**src/rtl/instruction_fetch_stage_pkg.sv**
```systemverilog
// ---------------------------------------------------------------------------
// riscv_pkg
// Shared types and constants for the instruction fetch stage.
//   XLEN / ILEN     : address and instruction widths
//   NOP_INST        : canonical bubble (addi x0,x0,0)
//   fetch_state_t   : fetch FSM states
//   ifid_op_t       : IF/ID register control (hold / load / flush)
//   past_end()      : true when an address lies beyond the last fetchable word
// ---------------------------------------------------------------------------
package riscv_pkg;

   localparam int unsigned XLEN = 64;
   localparam int unsigned ILEN = 32;

   localparam logic [ILEN-1:0] NOP_INST = 32'h0000_0013;

   typedef enum logic [1:0] {
      RUN  = 2'd0,
      HALT = 2'd1,
      ERR  = 2'd2
   } fetch_state_t;

   typedef enum logic [1:0] {
      IFID_HOLD  = 2'd0,
      IFID_LOAD  = 2'd1,
      IFID_FLUSH = 2'd2
   } ifid_op_t;

   // An address is unfetchable once it is strictly above the last word address.
   function automatic logic past_end(input logic [XLEN-1:0] addr,
                                     input logic [XLEN-1:0] last_addr);
      return (addr > last_addr);
   endfunction

endpackage

```
**src/rtl/instruction_fetch_stage_if.sv**
```systemverilog
// ---------------------------------------------------------------------------
// instruction_fetch_stage_if
// Instruction-memory bus between the fetch stage and Instruction_Memory.
//   Inst_Address : fetch address (driven by the fetch stage)
//   Instruction  : instruction word returned combinationally by memory
// Modports: master = fetch stage, slave = instruction memory.
// ---------------------------------------------------------------------------
interface instruction_fetch_stage_if;
   import riscv_pkg::*;

   logic [XLEN-1:0] Inst_Address;
   logic [ILEN-1:0] Instruction;

   modport master (output Inst_Address, input Instruction);
   modport slave  (input Inst_Address, output Instruction);

endinterface

```
**src/rtl/instruction_fetch_stage_if_id_register.sv**
```systemverilog
// ---------------------------------------------------------------------------
// if_id_register
// IF/ID pipeline flop set.
//   clk, reset : clock, synchronous active-high reset
//   op_i       : IFID_LOAD captures pc_i/inst_i as valid, IFID_FLUSH loads a
//                bubble (PC 0, NOP, invalid), IFID_HOLD keeps contents
//   pc_i/inst_i: PC and instruction being fetched this cycle
//   pc_o/inst_o/valid_o : registered IF/ID contents
// ---------------------------------------------------------------------------
module if_id_register
   import riscv_pkg::*;
(
   input  logic            clk,
   input  logic            reset,
   input  ifid_op_t        op_i,
   input  logic [XLEN-1:0] pc_i,
   input  logic [ILEN-1:0] inst_i,
   output logic [XLEN-1:0] pc_o,
   output logic [ILEN-1:0] inst_o,
   output logic            valid_o
);

   logic [XLEN-1:0] pc_q;
   logic [ILEN-1:0] inst_q;
   logic            valid_q;

   // IF/ID storage: reset and flush both leave a bubble behind.
   always_ff @(posedge clk) begin
      if (reset) begin
         pc_q    <= 64'd0;
         inst_q  <= NOP_INST;
         valid_q <= 1'b0;
      end else begin
         case (op_i)
            IFID_LOAD: begin
               pc_q    <= pc_i;
               inst_q  <= inst_i;
               valid_q <= 1'b1;
            end
            IFID_HOLD: begin
               pc_q    <= pc_q;
               inst_q  <= inst_q;
               valid_q <= valid_q;
            end
            default: begin
               pc_q    <= 64'd0;
               inst_q  <= NOP_INST;
               valid_q <= 1'b0;
            end
         endcase
      end
   end

   assign pc_o    = pc_q;
   assign inst_o  = inst_q;
   assign valid_o = valid_q;

endmodule

```
**src/rtl/instruction_fetch_stage.sv**
```systemverilog
// ---------------------------------------------------------------------------
// instruction_fetch_stage
// Owns the PC and fetch FSM {RUN, HALT, ERR}; fetches from instruction memory
// and fills the IF/ID register. Priority per edge: reset > Branch_Taken >
// Stall > normal advance.
//   clk, reset        : clock, synchronous active-high reset
//   Stall             : hold PC, IF/ID, state and Fetch_Count
//   Branch_Taken      : redirect to Branch_Target, squashing the fetch
//   Branch_Target     : redirect address
//   imem              : Inst_Address out / Instruction in (combinational)
//   IFID_PC/Instruction/Valid : IF/ID register contents
//   Halted, Misalign_Err      : registered state decodes
//   Fetch_Count       : valid instructions delivered, saturating
// ---------------------------------------------------------------------------
module instruction_fetch_stage
   import riscv_pkg::*;
#(
   parameter logic [XLEN-1:0] RESET_PC  = 64'd0,
   parameter int unsigned     MEM_BYTES = 120
) (
   input  logic                       clk,
   input  logic                       reset,
   input  logic                       Stall,
   input  logic                       Branch_Taken,
   input  logic [XLEN-1:0]            Branch_Target,
   instruction_fetch_stage_if.master  imem,
   output logic [XLEN-1:0]            IFID_PC,
   output logic [ILEN-1:0]            IFID_Instruction,
   output logic                       IFID_Valid,
   output logic                       Halted,
   output logic                       Misalign_Err,
   output logic [31:0]                Fetch_Count
);

   localparam logic [XLEN-1:0] LAST_ADDR = 64'(MEM_BYTES) - 64'd4;

   fetch_state_t    state_q, state_d;
   logic [XLEN-1:0] pc_q, pc_d;
   logic [31:0]     count_q, count_d;
   logic            halted_q, err_q;
   ifid_op_t        ifid_op_s;
   logic [XLEN-1:0] pc_plus4_s;

   assign pc_plus4_s = pc_q + 64'd4;

   // Memory address: parked at 0 outside RUN so out-of-range bytes are never read.
   always_comb begin
      if (state_q == RUN) begin
         imem.Inst_Address = pc_q;
      end else begin
         imem.Inst_Address = 64'd0;
      end
   end

   // Next-state logic for PC, FSM, fetch counter and IF/ID control.
   always_comb begin
      state_d   = state_q;
      pc_d      = pc_q;
      count_d   = count_q;
      ifid_op_s = IFID_HOLD;
      if (reset) begin
         pc_d      = RESET_PC;
         count_d   = 32'd0;
         ifid_op_s = IFID_FLUSH;
         if (past_end(RESET_PC, LAST_ADDR)) begin
            state_d = HALT;
         end else begin
            state_d = RUN;
         end
      end else begin
         case (state_q)
            RUN, HALT: begin
               if (Branch_Taken) begin
                  ifid_op_s = IFID_FLUSH;
                  if (Branch_Target[1:0] != 2'b00) begin
                     state_d = ERR;
                  end else if (past_end(Branch_Target, LAST_ADDR)) begin
                     pc_d    = Branch_Target;
                     state_d = HALT;
                  end else begin
                     pc_d    = Branch_Target;
                     state_d = RUN;
                  end
               end else if (Stall) begin
                  ifid_op_s = IFID_HOLD;
               end else if (state_q == RUN) begin
                  ifid_op_s = IFID_LOAD;
                  pc_d      = pc_plus4_s;
                  if (count_q != 32'hFFFF_FFFF) begin
                     count_d = count_q + 32'd1;
                  end else begin
                     count_d = count_q;
                  end
                  if (past_end(pc_plus4_s, LAST_ADDR)) begin
                     state_d = HALT;
                  end else begin
                     state_d = RUN;
                  end
               end else begin
                  // HALT drains the pipeline with bubbles.
                  ifid_op_s = IFID_FLUSH;
               end
            end
            ERR: begin
               ifid_op_s = IFID_FLUSH;
            end
            default: begin
               // Illegal encoding: fail safe into the sticky error state.
               ifid_op_s = IFID_FLUSH;
               state_d   = ERR;
            end
         endcase
      end
   end

   // State, PC, counter and registered status flags.
   always_ff @(posedge clk) begin
      state_q  <= state_d;
      pc_q     <= pc_d;
      count_q  <= count_d;
      halted_q <= (state_d == HALT);
      err_q    <= (state_d == ERR);
   end

   if_id_register u_if_id (
      .clk     (clk),
      .reset   (reset),
      .op_i    (ifid_op_s),
      .pc_i    (pc_q),
      .inst_i  (imem.Instruction),
      .pc_o    (IFID_PC),
      .inst_o  (IFID_Instruction),
      .valid_o (IFID_Valid)
   );

   assign Halted       = halted_q;
   assign Misalign_Err = err_q;
   assign Fetch_Count  = count_q;

endmodule

```
**src/flat_wrapper.sv**
```systemverilog
// flat-port wrapper written by rule: the top's interface ports become plain ports
module instruction_fetch_stage_flat import riscv_pkg::*;
#(
   parameter logic [XLEN-1:0] RESET_PC  = 64'd0,
   parameter int unsigned     MEM_BYTES = 120
)
  (clk, reset, Stall, Branch_Taken, Branch_Target, IFID_PC, IFID_Instruction, IFID_Valid, Halted, Misalign_Err, Fetch_Count, imem_Inst_Address, imem_Instruction);
  instruction_fetch_stage_if imem_i ();
  input  logic clk;
  input  logic reset;
  input  logic Stall;
  input  logic Branch_Taken;
  input  logic [XLEN-1:0] Branch_Target;
  output logic [XLEN-1:0] IFID_PC;
  output logic [ILEN-1:0] IFID_Instruction;
  output logic IFID_Valid;
  output logic Halted;
  output logic Misalign_Err;
  output logic [31:0] Fetch_Count;
  output wire logic [$bits(imem_i.Inst_Address)-1:0] imem_Inst_Address;
  input wire logic [$bits(imem_i.Instruction)-1:0] imem_Instruction;
  assign imem_Inst_Address = imem_i.Inst_Address;
  assign imem_i.Instruction = imem_Instruction;
  instruction_fetch_stage #(.RESET_PC(RESET_PC), .MEM_BYTES(MEM_BYTES)) u_core (.clk(clk), .reset(reset), .Stall(Stall), .Branch_Taken(Branch_Taken), .Branch_Target(Branch_Target), .imem(imem_i), .IFID_PC(IFID_PC), .IFID_Instruction(IFID_Instruction), .IFID_Valid(IFID_Valid), .Halted(Halted), .Misalign_Err(Misalign_Err), .Fetch_Count(Fetch_Count));
endmodule
```
**config.mk**
```make
export PLATFORM = sky130hd
export DESIGN_NAME = instruction_fetch_stage_flat
export DESIGN_NICKNAME = d
export VERILOG_FILES = /design/src/rtl/instruction_fetch_stage_pkg.sv /design/src/rtl/instruction_fetch_stage_if.sv /design/src/rtl/instruction_fetch_stage_if_id_register.sv /design/src/rtl/instruction_fetch_stage.sv /design/src/flat_wrapper.sv
export SDC_FILE = /design/constraint.sdc
export NUM_CORES = 1
export LEC_CHECK = 0
export ABC_AREA = 0
export CORE_ASPECT_RATIO = 1.75
export CORE_MARGIN = 2
export CORE_UTILIZATION = 41
export CTS_BUF_LIST = sky130_fd_sc_hd__clkbuf_4
export DETAILED_ROUTE_END_ITERATION = 8
export GPL_TIMING_DRIVEN = 0
export HOLD_SLACK_MARGIN = 0.03
export PLACE_DENSITY = 0.7
export SYNTH_ARGS = -nofsm -noshare
export SYNTH_HDL_FRONTEND = slang
export SYNTH_SLANG_ARGS = --single-unit
```
**constraint.sdc**
```tcl
create_clock -name clk -period 3.15 [get_ports clk]
set_clock_uncertainty 0.05 [all_clocks]
set_input_delay 0.945 -clock clk [delete_from_list [all_inputs] [get_ports clk]]
set_output_delay 0.945 -clock clk [all_outputs]
set_load 0.1 [all_outputs]
```
After elaboration in Yosys (flattened, before gate mapping)

Index checks and enable logic that the tools add are counted.
Widths: inputs -> output; s select.

Reduce and logical (&&, ||, !) cells: 7
Muxes and demuxes: 21
Order comparisons: 2
Equality and inequality tests: 8
Bitwise operators: 2
Add/subtract/negate cells: 2

Operator list:

| cell                  | count |
|---|---|
| $mux 64               | 5 |
| $gt 64x7->1 const B   | 2 |
| $pmux 64 s2           | 1 |
| $add 64x3->64 const B | 1 |
| $pmux 32 s2           | 1 |
| $add 32x1->32 const B | 1 |
| $ne 32x32->1 const B  | 1 |
| $mux 2                | 10 |
| $eq 2x1->1 const B    | 3 |
| $reduce_and 5->1      | 1 |
| $eq 2x2->1 const B    | 2 |
| $logic_not 2->1       | 2 |
| $pmux 2 s2            | 1 |
| $reduce_and 4->1      | 1 |
| $reduce_bool 2->1     | 2 |
| $mux 1                | 2 |
| $ne 2x1->1 const B    | 1 |
| $ne 2x2->1 const B    | 1 |
| $not 1->1             | 2 |
| $pmux 1 s2            | 1 |
| $reduce_or 2->1       | 1 |

Bits in registers: 197
Input port bits: 100
Word-level logic and storage cells: 50
Output and inout bits: 195

Logic depth before layout (Yosys ltp)

Word-level depth: 9
Depth in mapped cells: 12

Modules after synthesis

From an unflattened synthesis, not the netlist that was laid out.

Cell total of the unflattened synthesis: 1332
Area, all modules: 10719.0 sq um

By module, submodules not included:

| module                  | area an instance (sq um) | instances | sequential area each (sq um) | cells each |
|---|---|---|---|---|
| instruction_fetch_stage | 7238.2                   | 1         | 2001.9                       | 1017 |
| if_id_register          | 3480.8                   | 1         | 1941.9                       | 315 |

Worst setup path after synthesis

OpenSTA, ideal clock, no wires.

Path kind: reg2out
Start point: reg u_core.state_q[1]
End point: out imem_Inst_Address[27]
Arrival: 2.723 ns
Setup slack: -0.568 ns
Stages on the path, launching flop included: 4
Path buffers: 2
Path through: dfxtp_1 clkbuf_1 clkbuf_1 nor3_1

Word-level cells in the longest chain between the ends: 2

Ends and longest elaborated chain:

| element                  | RTL line                       | source |
|---|---|---|
| start: declaration       | instruction_fetch_stage.sv:37  | `fetch_state_t state_q, state_d;` |
| start signal: assignment | instruction_fetch_stage.sv:118 | `state_q <= state_d;` |
| $logic_not 2->1          | instruction_fetch_stage.sv:48  | `if (state_q == RUN) begin` |
| $mux 64                  | instruction_fetch_stage.sv:48  |  |
| end: declaration         | flat_wrapper.sv:20             | `output wire logic [$bits(imem_i.Inst_Address)-1:0] imem_Inst_Address;` |

No other way between the ends.

Final worst setup path

Start point: in Branch_Target[22]
End point: reg u_core.state_q[0]

Word-level cells in the longest chain between the ends: 6

Ends and longest elaborated chain:

| element               | RTL line                          | source |
|---|---|---|
| start: declaration    | flat_wrapper.sv:13                | `input logic [XLEN-1:0] Branch_Target;` |
| $gt 64x7->1           | instruction_fetch_stage_pkg.sv:32 | `return (addr > last_addr);` |
| $mux 1                | instruction_fetch_stage.sv:77     | `end else if (past_end(Branch_Target, LAST_ADDR)) begin` |
| $mux 2                | instruction_fetch_stage.sv:75     | `if (Branch_Target[1:0] != 2'b00) begin` |
| $mux 2                | instruction_fetch_stage.sv:73     | `if (Branch_Taken) begin` |
| $pmux 2 s2            | instruction_fetch_stage.sv:71     | `case (state_q)` |
| $mux 2                | instruction_fetch_stage.sv:61     | `if (reset) begin` |
| net u_core.state_d[0] | instruction_fetch_stage.sv:37     |  |

The timed path passes the listed nets, and every way through them passes these cells.
A chain may end at the register's enable or synchronous reset.

==> flow_summary.toml <==
[sta]
fin_crit_sh_pct = 102
finalSetupViolations = 2
min_period_ps = 3210
maxSlewViolCount = 0
max_slew.worst_pin.slew_ps = 1030
fmax_ghz = 0.312
hold_viol = 0
rsz0062_at_grt = "yes"
slew_headroom_pct = 31.4
hold_ws_ps = 429
timing.final.ws_setup_ps = -60.1

[clocking]
clock_latency_ps = 690
cts_hold_buffers = 0
htree_num_levels = 4
cts.sinks = 197
cts-root-buf = "clkbuf_4"
clkTransAtPathRegs_ps = 180
clockBufferDepth = 2
cts_made_buffers = 17
cts_tree = "built"

[logic_synthesis]
syn_area_um2 = 10200
synthDistinctLibCells = 58
synthCells = 1276
synth_top_cell_by_area = "dfxtp_1"
yosysWarnings = 0
async_flop_share_pct = 0
avgSynthCellArea_um2 = 7.97
synth-seq-cells = 197
synth_nets = 1380
yosys-top-cells-count = "197 x dfxtp_1, 129 x nor2_1, 99 x nand2_1"
yosysMostFrequentCell = "dfxtp_1"
yosysSeqAreaShare_pct = 38.8
synth_area_leaders = "dfxtp_1 39%, a22o_1 7.6%, nor2_1 4.8%, and2_1 4.1%, nand2_1 3.7%"
synth_top_area_share_pct = 38.8
synth_edf_count = 0
ys.flop_type = "dfxtp_1"

[power_and_ir_drop]
combPwrFrac_pct = 23.0
intPower_uw = 3500
pwr-share-clk_pct = 28.9
power_switching_uw = 1970
p_leak_uw = 0.00581
p_sw_share_pct = 36.0
power_density_nw_per_um2 = 390
ir_drop_mv = 0.316
seq_power_share_pct = 48.1

[routing]
route.detailed.drc = 0
finalWirelength_um = 46900
first_pass_iters = 5
vias_per_cell = 6.01
vias = 11500
postRouteAntennaNets = 0
drt_iter0_drc = 1249
wl_met2_um = 24000
wl_met3_um = 3470
maxUsedRoutingLayer = "met4"
met1_length_um = 16200
routedWlPerCell_um = 24.4

[worst_setup_path]
cp.arrival_ps = 3720
r2r-end = "u_core.state_q[0]"
rrSetupSlack_ps = 50
reg2reg_from = "u_core.pc_q[7]"
start_kind = "input pin"
crit_path_end = "u_core.state_q[0]"
reg2reg_depth = 9
cp_max_fo = 2
cp.required_ps = 3660
startpoint = "Branch_Target[22]"
end_kind = "flip-flop"
worstSetupPathType = "input pin to flip-flop"

[floorplanning]
start_util_pct = 41.5
coreArea_um2 = 24500
dieWidth_um = 123
io_pins = 295
core.rowCount = 76
design.die.area_um2 = 26100
die_h_um = 212

[placed_design]
io_buffers = 294
hpwl_um = 35400
post-place-ws_ps = -1910
place_inst = 1882
place.gp.congestion = 0.996

[global_route]
grt.total_usage_pct = 35.3
grt_first_pass_wirelength_um = 67800
overflow = 0
grt_max_degree = 19
grt_pass1_vias = 11100
antenna_found_initial = 2

[finish]
area_growth_pct = 37.7
final_layout_size_suffix_gt1_share_pct = 13.9
multi_input_area_um2 = 5960
seq_area_um2 = 3970
nets = 1699
final_core_util_pct = 57.1
fillers = 2416
stdcell_count = 1921

[hold_path]
hp-class = "flip-flop to flip-flop"

[job]
maxCapViolations = 0

[status]
status = "finished, violations left"
violations = "negative setup slack"
worst min path at each step:
stage | start | end | slack, ps | depth (start not counted)
final | u_core.u_if_id.pc_o[53] | u_core.u_if_id.pc_o[53] | 430 | 2
after global routing | u_core.u_if_id.pc_o[39] | u_core.u_if_id.pc_o[39] | 450 | 2
after CTS | u_core.u_if_id.pc_o[39] | u_core.u_if_id.pc_o[39] | 430 | 2
after detailed placement | u_core.u_if_id.pc_o[39] | u_core.u_if_id.pc_o[39] | 400 | 2
after global placement | u_core.u_if_id.pc_o[53] | u_core.u_if_id.pc_o[53] | 390 | 2
after floorplan | u_core.pc_q[1] | u_core.pc_q[1] | 420 | 1
kinds of logic (layout without fill, tap and decap cells):
kind of cell    after synthesis  after routing  synth area share, %
fa+ha+maj                     4              4                0.492
xor+xnor                     62             62                 5.34
buf+inv                     144            476                 5.60
compound gates              333            333                 22.3
mux                           5              5                0.517
simple gates                531            531                 27.0
other cells                   0              1                    0
flops                       197            197                 38.8
cell type report:
| type | instances | area share, % |
|---|---|---|
| Multi-Input combinational cell | 935 | 42.6 |
| Sequential cell | 197 | 28.3 |
| Clock inverter | 15 | 1.38 |
| Timing Repair Buffer | 317 | 20.1 |
| Clock buffer | 17 | 0.911 |
| Antenna cell | 1 | 0.0179 |
| Buffer | 105 | 3.32 |
| Inverter | 22 | 0.590 |
| Tap cell | 312 | 2.79 |
per-layer routing:
metal,GRT usage [%],vias up
li1,-,5260
met3,7.16,164
met2,61.7,600
met1,37.4,5520
met4,24.0,0
met5,0,-
worst max-delay path, stage by stage:
cell and delay [ps]:
clkdlybuf4s50_1 490, nor4_4 460, nand4_1 240, nor4_4 350
a21oi_2 170, nor4b_2 380, o311ai_1 220, nor4_4 310
a41oi_1 170
sequential cells by signal, indices dropped and copies added, names as in the netlist:
name / cells
u_core.state_q: 2
u_core.Misalign_Err: 1
u_core.u_if_id.pc_o: 64
u_core.pc_q: 64
u_core.Fetch_Count: 32
u_core.u_if_id.inst_o: 32
u_core.Halted: 1
u_core.u_if_id.valid_o: 1
metrics by stage:
step,TNS (ps),cell area [um2],total power [uW]
floorplan,-6110,10200,3400
global placement,-196290,13500,3890
detailed placement,-164980,13500,3900
CTS,0,13800,5450
global route,-118,14000,5610
finish,-118,14000,5470
cells in the final DEF (no fill, tap or decap), drive strengths merged, types with 6 or more instances in the layout:
master and instances:
a21oi 70, xor2 26, and2 67, or4 7, o21ai 75, xnor2 36
nand4 36, clkdlybuf4s50 99, a21o 7, a211oi 12, or3 12, a22oi 24
a22o 88, clkbuf 104, nand2 99, dfxtp 197, o31ai 15, a31oi 9
and4 11, nand3 44, inv 28, buf 102, dlygate4sd2 130, nor2 129
nand2b 6, nor4 37, and3 20, nor3 53
what timing repair did:
| action | 4_1_cts | 5_1_grt |
|---|---|---|
| gates resized for setup | 566 | 60 |
| setup buffers | 13 | 10 |
| endpoints found under the hold margin | 0 | 0 |
| endpoints found under the setup margin | 246 | 181 |
| pin swaps | 14 | 4 |
power groups by stage:
stage / registers [uW] / clock network, uW / logic (uW)
floorplan: 2790 / 0 / 611
global placement: 2660 / 0 / 1230
detailed placement: 2660 / 0 / 1240
CTS: 2620 / 1590 / 1240
global route: 2640 / 1670 / 1310
finish: 2630 / 1580 / 1260
Power figures use the tool's default switching activity.
